$ cat config.mk
export PLATFORM = sky130hd
export DESIGN_NAME = vga_timing
export DESIGN_NICKNAME = d
export VERILOG_FILES = /design/src/rtl/vga_timing.sv
export SDC_FILE = /design/constraint.sdc
export NUM_CORES = 1
export LEC_CHECK = 0
export CORE_ASPECT_RATIO = 0.7
export CORE_MARGIN = 8
export CORE_UTILIZATION = 45
export CTS_BUF_LIST = sky130_fd_sc_hd__clkbuf_8
export CTS_CLUSTER_DIAMETER = 50
export DETAILED_ROUTE_END_ITERATION = 12
export GPL_ROUTABILITY_DRIVEN = 0
export PLACE_DENSITY = 0.84
export SLEW_MARGIN = 20
export SYNTH_ARGS = -nofsm -noshare
export SYNTH_HDL_FRONTEND = slang
export SYNTH_SLANG_ARGS = --single-unit
$ cat constraint.sdc
create_clock -name clk -period 2 [get_ports clk]
set_input_delay 0.3 -clock clk [delete_from_list [all_inputs] [get_ports clk]]
set_output_delay 0.3 -clock clk [all_outputs]
set_load 0.02 [all_outputs]
$ cat src/rtl/vga_timing.sv
// vga_timing: VGA raster timing generator (640x480@60 by default).
// Produces pixel coordinates, an internal active-high vsync and an
// active-video flag for the game logic. It also has a one-pixel-latency
// output stage that drives blanked RGB and negative-polarity sync pins.
module vga_timing #(
  parameter int CLKDIV   = 2,
  parameter int H_ACTIVE = 640,
  parameter int H_FP     = 16,
  parameter int H_SYNC   = 96,
  parameter int H_BP     = 48,
  parameter int V_ACTIVE = 480,
  parameter int V_FP     = 10,
  parameter int V_SYNC   = 2,
  parameter int V_BP     = 33
) (
  input  logic       clk,
  input  logic       rst,
  output logic [9:0] x,
  output logic [9:0] y,
  output logic       vsync,
  output logic       active,
  output logic       pix_en,
  output logic       newframe,
  input  logic [2:0] color_in,
  output logic [2:0] vga_rgb,
  output logic       vga_hs_n,
  output logic       vga_vs_n
);

  // Raster geometry. All position arithmetic is 10-bit unsigned, so the
  // totals must fit in 1024.
  localparam int H_TOTAL = H_ACTIVE + H_FP + H_SYNC + H_BP;
  localparam int V_TOTAL = V_ACTIVE + V_FP + V_SYNC + V_BP;

  localparam logic [9:0] H_LAST    = 10'(H_TOTAL - 1);
  localparam logic [9:0] V_LAST    = 10'(V_TOTAL - 1);
  localparam logic [9:0] H_VIS     = 10'(H_ACTIVE);
  localparam logic [9:0] V_VIS     = 10'(V_ACTIVE);
  localparam logic [9:0] HS_START  = 10'(H_ACTIVE + H_FP);
  localparam logic [9:0] HS_END    = 10'(H_ACTIVE + H_FP + H_SYNC - 1);
  localparam logic [9:0] VS_START  = 10'(V_ACTIVE + V_FP);
  localparam logic [9:0] VS_END    = 10'(V_ACTIVE + V_FP + V_SYNC - 1);

  // The divider needs at least one bit even when CLKDIV is 1.
  localparam int              DIV_W    = (CLKDIV > 1) ? $clog2(CLKDIV) : 1;
  localparam logic [DIV_W-1:0] DIV_LAST = DIV_W'(CLKDIV - 1);

  // ------------------------------------------------------------------
  // State
  // ------------------------------------------------------------------
  logic [DIV_W-1:0] div_reg;
  logic [DIV_W-1:0] div_next;
  logic             div_wrap;
  logic             pix_en_reg;

  logic [9:0]       x_reg;
  logic [9:0]       x_next;
  logic [9:0]       y_reg;
  logic [9:0]       y_next;
  logic             newframe_reg;
  logic             newframe_next;
  logic             vsync_reg;
  logic             vsync_next;
  logic             active_reg;
  logic             active_next;

  logic             hsync_cur;
  logic [2:0]       rgb_next;
  logic [2:0]       rgb_reg;
  logic             hs_n_reg;
  logic             vs_n_reg;

  // ------------------------------------------------------------------
  // Pixel clock divider
  // ------------------------------------------------------------------

  // Divider next state: count 0..CLKDIV-1 and flag the last step.
  always_comb begin
    div_wrap = (div_reg == DIV_LAST);
    div_next = div_reg + DIV_W'(1);
    if (div_wrap) begin
      div_next = '0;
    end
  end

  // Divider register; the strobe is registered so it is clean and low in reset.
  always_ff @(posedge clk) begin
    if (!rst) begin
      div_reg    <= '0;
      pix_en_reg <= 1'b0;
    end else begin
      div_reg    <= div_next;
      pix_en_reg <= div_wrap;
    end
  end

  // ------------------------------------------------------------------
  // Raster counters
  // ------------------------------------------------------------------

  // Next position: step x on each pixel strobe, carry into y at the end
  // of a line, and flag the frame wrap back to (0,0).
  always_comb begin
    x_next        = x_reg;
    y_next        = y_reg;
    newframe_next = 1'b0;
    if (pix_en_reg) begin
      if (x_reg == H_LAST) begin
        x_next = 10'd0;
        if (y_reg == V_LAST) begin
          y_next        = 10'd0;
          newframe_next = 1'b1;
        end else begin
          y_next = y_reg + 10'd1;
        end
      end else begin
        x_next = x_reg + 10'd1;
      end
    end
  end

  // Vsync and active are decoded from the next position so that, once
  // registered, they describe exactly the pixel held in x_reg/y_reg.
  always_comb begin
    vsync_next  = (y_next >= VS_START) && (y_next <= VS_END);
    active_next = (x_next < H_VIS) && (y_next < V_VIS);
  end

  // Position register plus its aligned decodes; reset parks at (0,0).
  always_ff @(posedge clk) begin
    if (!rst) begin
      x_reg        <= 10'd0;
      y_reg        <= 10'd0;
      newframe_reg <= 1'b0;
      vsync_reg    <= 1'b0;
      active_reg   <= 1'b1;
    end else begin
      x_reg        <= x_next;
      y_reg        <= y_next;
      newframe_reg <= newframe_next;
      vsync_reg    <= vsync_next;
      active_reg   <= active_next;
    end
  end

  // ------------------------------------------------------------------
  // Output stage
  // ------------------------------------------------------------------

  // Horizontal sync decode for the pixel currently on x_reg.
  always_comb begin
    hsync_cur = (x_reg >= HS_START) && (x_reg <= HS_END);
  end

  // Blank each colour bit outside the visible area.
  genvar gi;
  generate
    for (gi = 0; gi < 3; gi++) begin : g_blank
      assign rgb_next[gi] = active_reg & color_in[gi];
    end
  endgenerate

  // Pin registers load once per pixel, so colour and both syncs for the
  // same pixel appear together one pixel period after x/y showed it.
  always_ff @(posedge clk) begin
    if (!rst) begin
      rgb_reg  <= 3'b000;
      hs_n_reg <= 1'b1;
      vs_n_reg <= 1'b1;
    end else if (pix_en_reg) begin
      rgb_reg  <= rgb_next;
      hs_n_reg <= ~hsync_cur;
      vs_n_reg <= ~vsync_reg;
    end
  end

  assign x        = x_reg;
  assign y        = y_reg;
  assign vsync    = vsync_reg;
  assign active   = active_reg;
  assign pix_en   = pix_en_reg;
  assign newframe = newframe_reg;
  assign vga_rgb  = rgb_reg;
  assign vga_hs_n = hs_n_reg;
  assign vga_vs_n = vs_n_reg;

endmodule

==> results.py <==
metrics = {
    "critical_path": {
        "cp_max_fo": 2,
        "r2r_slack_ns": -0.24,
        "cp_top_family": "simple AND/OR/NAND/NOR gates",
        "worstPathRequired_ns": 2.19,
        "crit_start": "x[7]",
        "cp.depth": 6,
        "crit_path_start_kind": "flop",
        "arrival_ns": 2.44,
        "path_class": "flop to flop",
        "crit_path_end_kind": "flop",
        "critPathCapture": "active",
        "crit_buf_inv": 0,
        "path_cells": "or4b_4 -> or3_4 -> or4_4 -> xor2_4 -> nor2_4 -> a221oi_2",
        "cpMaxStageDelayCell": "or4b_4",
        "slowest_delay_ns": 0.54,
        "worstReg2RegEnd": "active",
        "worst-r2r-cell-count": 6,
        "timing.rr.start": "x[7]",
    },
    "drt": {
        "drc_errors": 0,
        "first_iter_violations": 217,
        "vias_per_cell": 5.32,
        "antenna_left": 0,
        "wirelength_um": 4320,
        "drtPass1Iterations": 4,
        "vias": 1379,
        "wire_per_inst_um": 16.7,
    },
    "clocking": {
        "postCtsHoldBufs": 0,
        "clock_path_buffers": 2,
        "cts.clk_slew.worst_paths_ns": 0.06,
        "cts_buffers": 5,
        "clock-sinks": 30,
        "clk_latency_ns": 0.28,
        "cts_tree": "done",
        "cts.root.buffer_cell": "clkbuf_8",
        "htreeDepth": 2,
    },
    "logic_synthesis": {
        "syn-cell-area_um2": 1390,
        "yosys-top-cells-area": "dfxtp_1 43%, xor2_1 7.0%, nor2_1 4.6%",
        "synth_adder_area_share_pct": 3.61,
        "synthFlopType": "dfxtp_1",
        "avgSynthCellArea_um2": 9.05,
        "synth_top_family_by_area": "simple AND/OR/NAND/NOR gates",
        "yosysWarnings": 0,
        "synth_edf_count": 0,
        "synth_top_area_share_pct": 43.4,
        "yosys.area.top_type": "dfxtp_1",
        "synthArstFlopShare_pct": 0,
        "netlist_instances": 153,
        "synth-compound-area-share_pct": 5.60,
        "ys_seq_area_share_pct": 43.4,
        "synth_xor_area_share_pct": 11.4,
        "ys_ff_latch": 30,
        "synth.area.mux_share_pct": 0.723,
        "synth_fp_nets": 162,
        "synth_cell_types": 32,
        "synth-simple-area-share_pct": 32.1,
    },
    "global_route": {
        "grt_pass1_vias": 1340,
        "gr-usage-all-layers_pct": 16.5,
        "antenna_found_initial": 0,
        "gr-total-overflow": 0,
        "grt_pass1_wl_um": 6600,
        "grt_max_degree": 16,
    },
    "sta": {
        "setup_ws_ns": -0.244,
        "rsz0062_at_grt": "yes",
        "setup_viol": 9,
        "setup_tns_ns": -1.25,
        "max_clock_freq_ghz": 0.446,
        "max-slew-margin-rel_pct": 72.5,
        "worst_pin_slew_ns": 0.411,
        "period_needed_ns": 2.24,
        "slew_violations": 0,
        "fin_skew_ns": 0.00871,
        "post-route-period-util_pct": 112,
        "finalHoldViolations": 0,
    },
    "cells_and_area": {
        "drive_gt1_share_pct": 27.1,
        "finalNetCount": 229,
        "final_core_util_pct": 71.9,
        "antenna_cells": 0,
        "design_area_um2": 2190,
        "area_growth_pct": 57.8,
    },
    "die": {
        "core_um2": 3040,
        "die_w_um": 82.3,
        "ioPinCount": 34,
        "initial_core_util_pct": 45.5,
        "row_count": 17,
        "die_height_um": 62.4,
        "die-area_um2": 5140,
    },
    "flow_run": {
        "drv_cap": 0,
    },
    "power": {
        "p_leak_uw": 0.000855,
        "p_per_area_nw_per_um2": 538,
        "irDropWorstVdd_v": 0.000336,
    },
    "placed_design": {
        "place_area_um2": 1990,
        "port_buffers": 33,
        "dp_hpwl_um": 2980,
    },
    "status": {
        "violations": "setup timing",
        "outcome": "finished, violations left",
    },
    "hold_path": {
        "worstHoldPathType": "flop to flop",
    },
}
[synthesized netlist by cell type, types with 3 or more instances]
master	instances
inv_1	7
nand2_1	16
nand2b_1	5
ha_1	4
and2_1	4
a21boi_0	3
and3_1	4
dfxtp_1	30
clkbuf_1	3
nor2_1	17
nand3_1	4
nor2b_1	4
xor2_1	11
nand4_1	10
o21ai_0	4
xnor2_1	7
nor3_1	5
[what timing repair did]
action	CTS	global route
endpoints found under the setup margin	9	10
gates resized for setup	7	4
setup buffers	1	5
pin swaps	1	6
[placed cells by master (no fill, tap or decap), drive strengths merged]
| cell | n |
|---|---|
| buf | 31 |
| and2 | 4 |
| nor4 | 2 |
| nand2b | 5 |
| clkdlybuf4s50 | 33 |
| a221oi | 1 |
| or3 | 1 |
| nand2 | 16 |
| a21oi | 1 |
| or4b | 1 |
| and3 | 5 |
| a21boi | 3 |
| or4 | 2 |
| nor2 | 18 |
| nor2b | 4 |
| nor3 | 6 |
| nand4 | 10 |
| clkbuf | 6 |
| mux2i | 1 |
| nand3 | 4 |
| inv | 8 |
| xnor2 | 7 |
| o21ai | 4 |
| xor2 | 11 |
| o2bb2ai | 1 |
| a31oi | 1 |
| dfxtp | 30 |
| clkinv | 1 |
| ha | 4 |
[power by group]
part | switching (uW) | internal (uW)
Clock | 219 | 272
Combinational | 36.6 | 39.4
Sequential | 5.82 | 602
[worst min path at each step]
stage,cells past startpoint,from,end,slack (ns)
after floorplan,1,div_reg,div_reg,0.38
after global placement,1,div_reg,div_reg,0.39
after detailed placement,1,div_reg,div_reg,0.40
after CTS,1,div_reg,div_reg,0.42
after global routing,1,div_reg,div_reg,0.44
final,1,div_reg,div_reg,0.42
[per-stage QoR]
stage | hold WS [ns] | instances | worst slack, ns | power [uW]
finish | 0.416 | 259 | -0.244 | 1180
global route | 0.440 | 259 | -0.293 | 1220
CTS | 0.417 | 255 | -0.213 | 1170
detailed placement | 0.401 | 246 | -0.200 | 692
global placement | 0.393 | 246 | -0.124 | 688
floorplan | 0.383 | 153 | -0.210 | 651
[routing by layer]
layer	global-route usage [%]	share of wire, %	vias to the layer above	routed length [um]
li1	-	-	649	-
met3	4.89	5.0	8	216
met4	6.55	1.8	0	79
met2	26.1	49	45	2110
met1	20.1	44	677	1910
met5	0	0	-	0
[cells by family after synthesis]
| logic type | Yosys count |
|---|---|
| compound gates | 11 |
| xor+xnor | 18 |
| fa+ha+maj | 4 |
| buf+inv | 11 |
| flops | 30 |
| mux | 1 |
| simple gates | 78 |
[layout make-up]
type | count | area (um^2)
clock buffer | 6 | 82.6
clock inverter | 2 | 8.76
fill | 214 | 856
inverter | 7 | 26.3
multi-input combinational | 112 | 811
sequential | 30 | 616
tap | 38 | 47.5
timing repair buffer | 64 | 594
(Power assumes the default switching activity.)
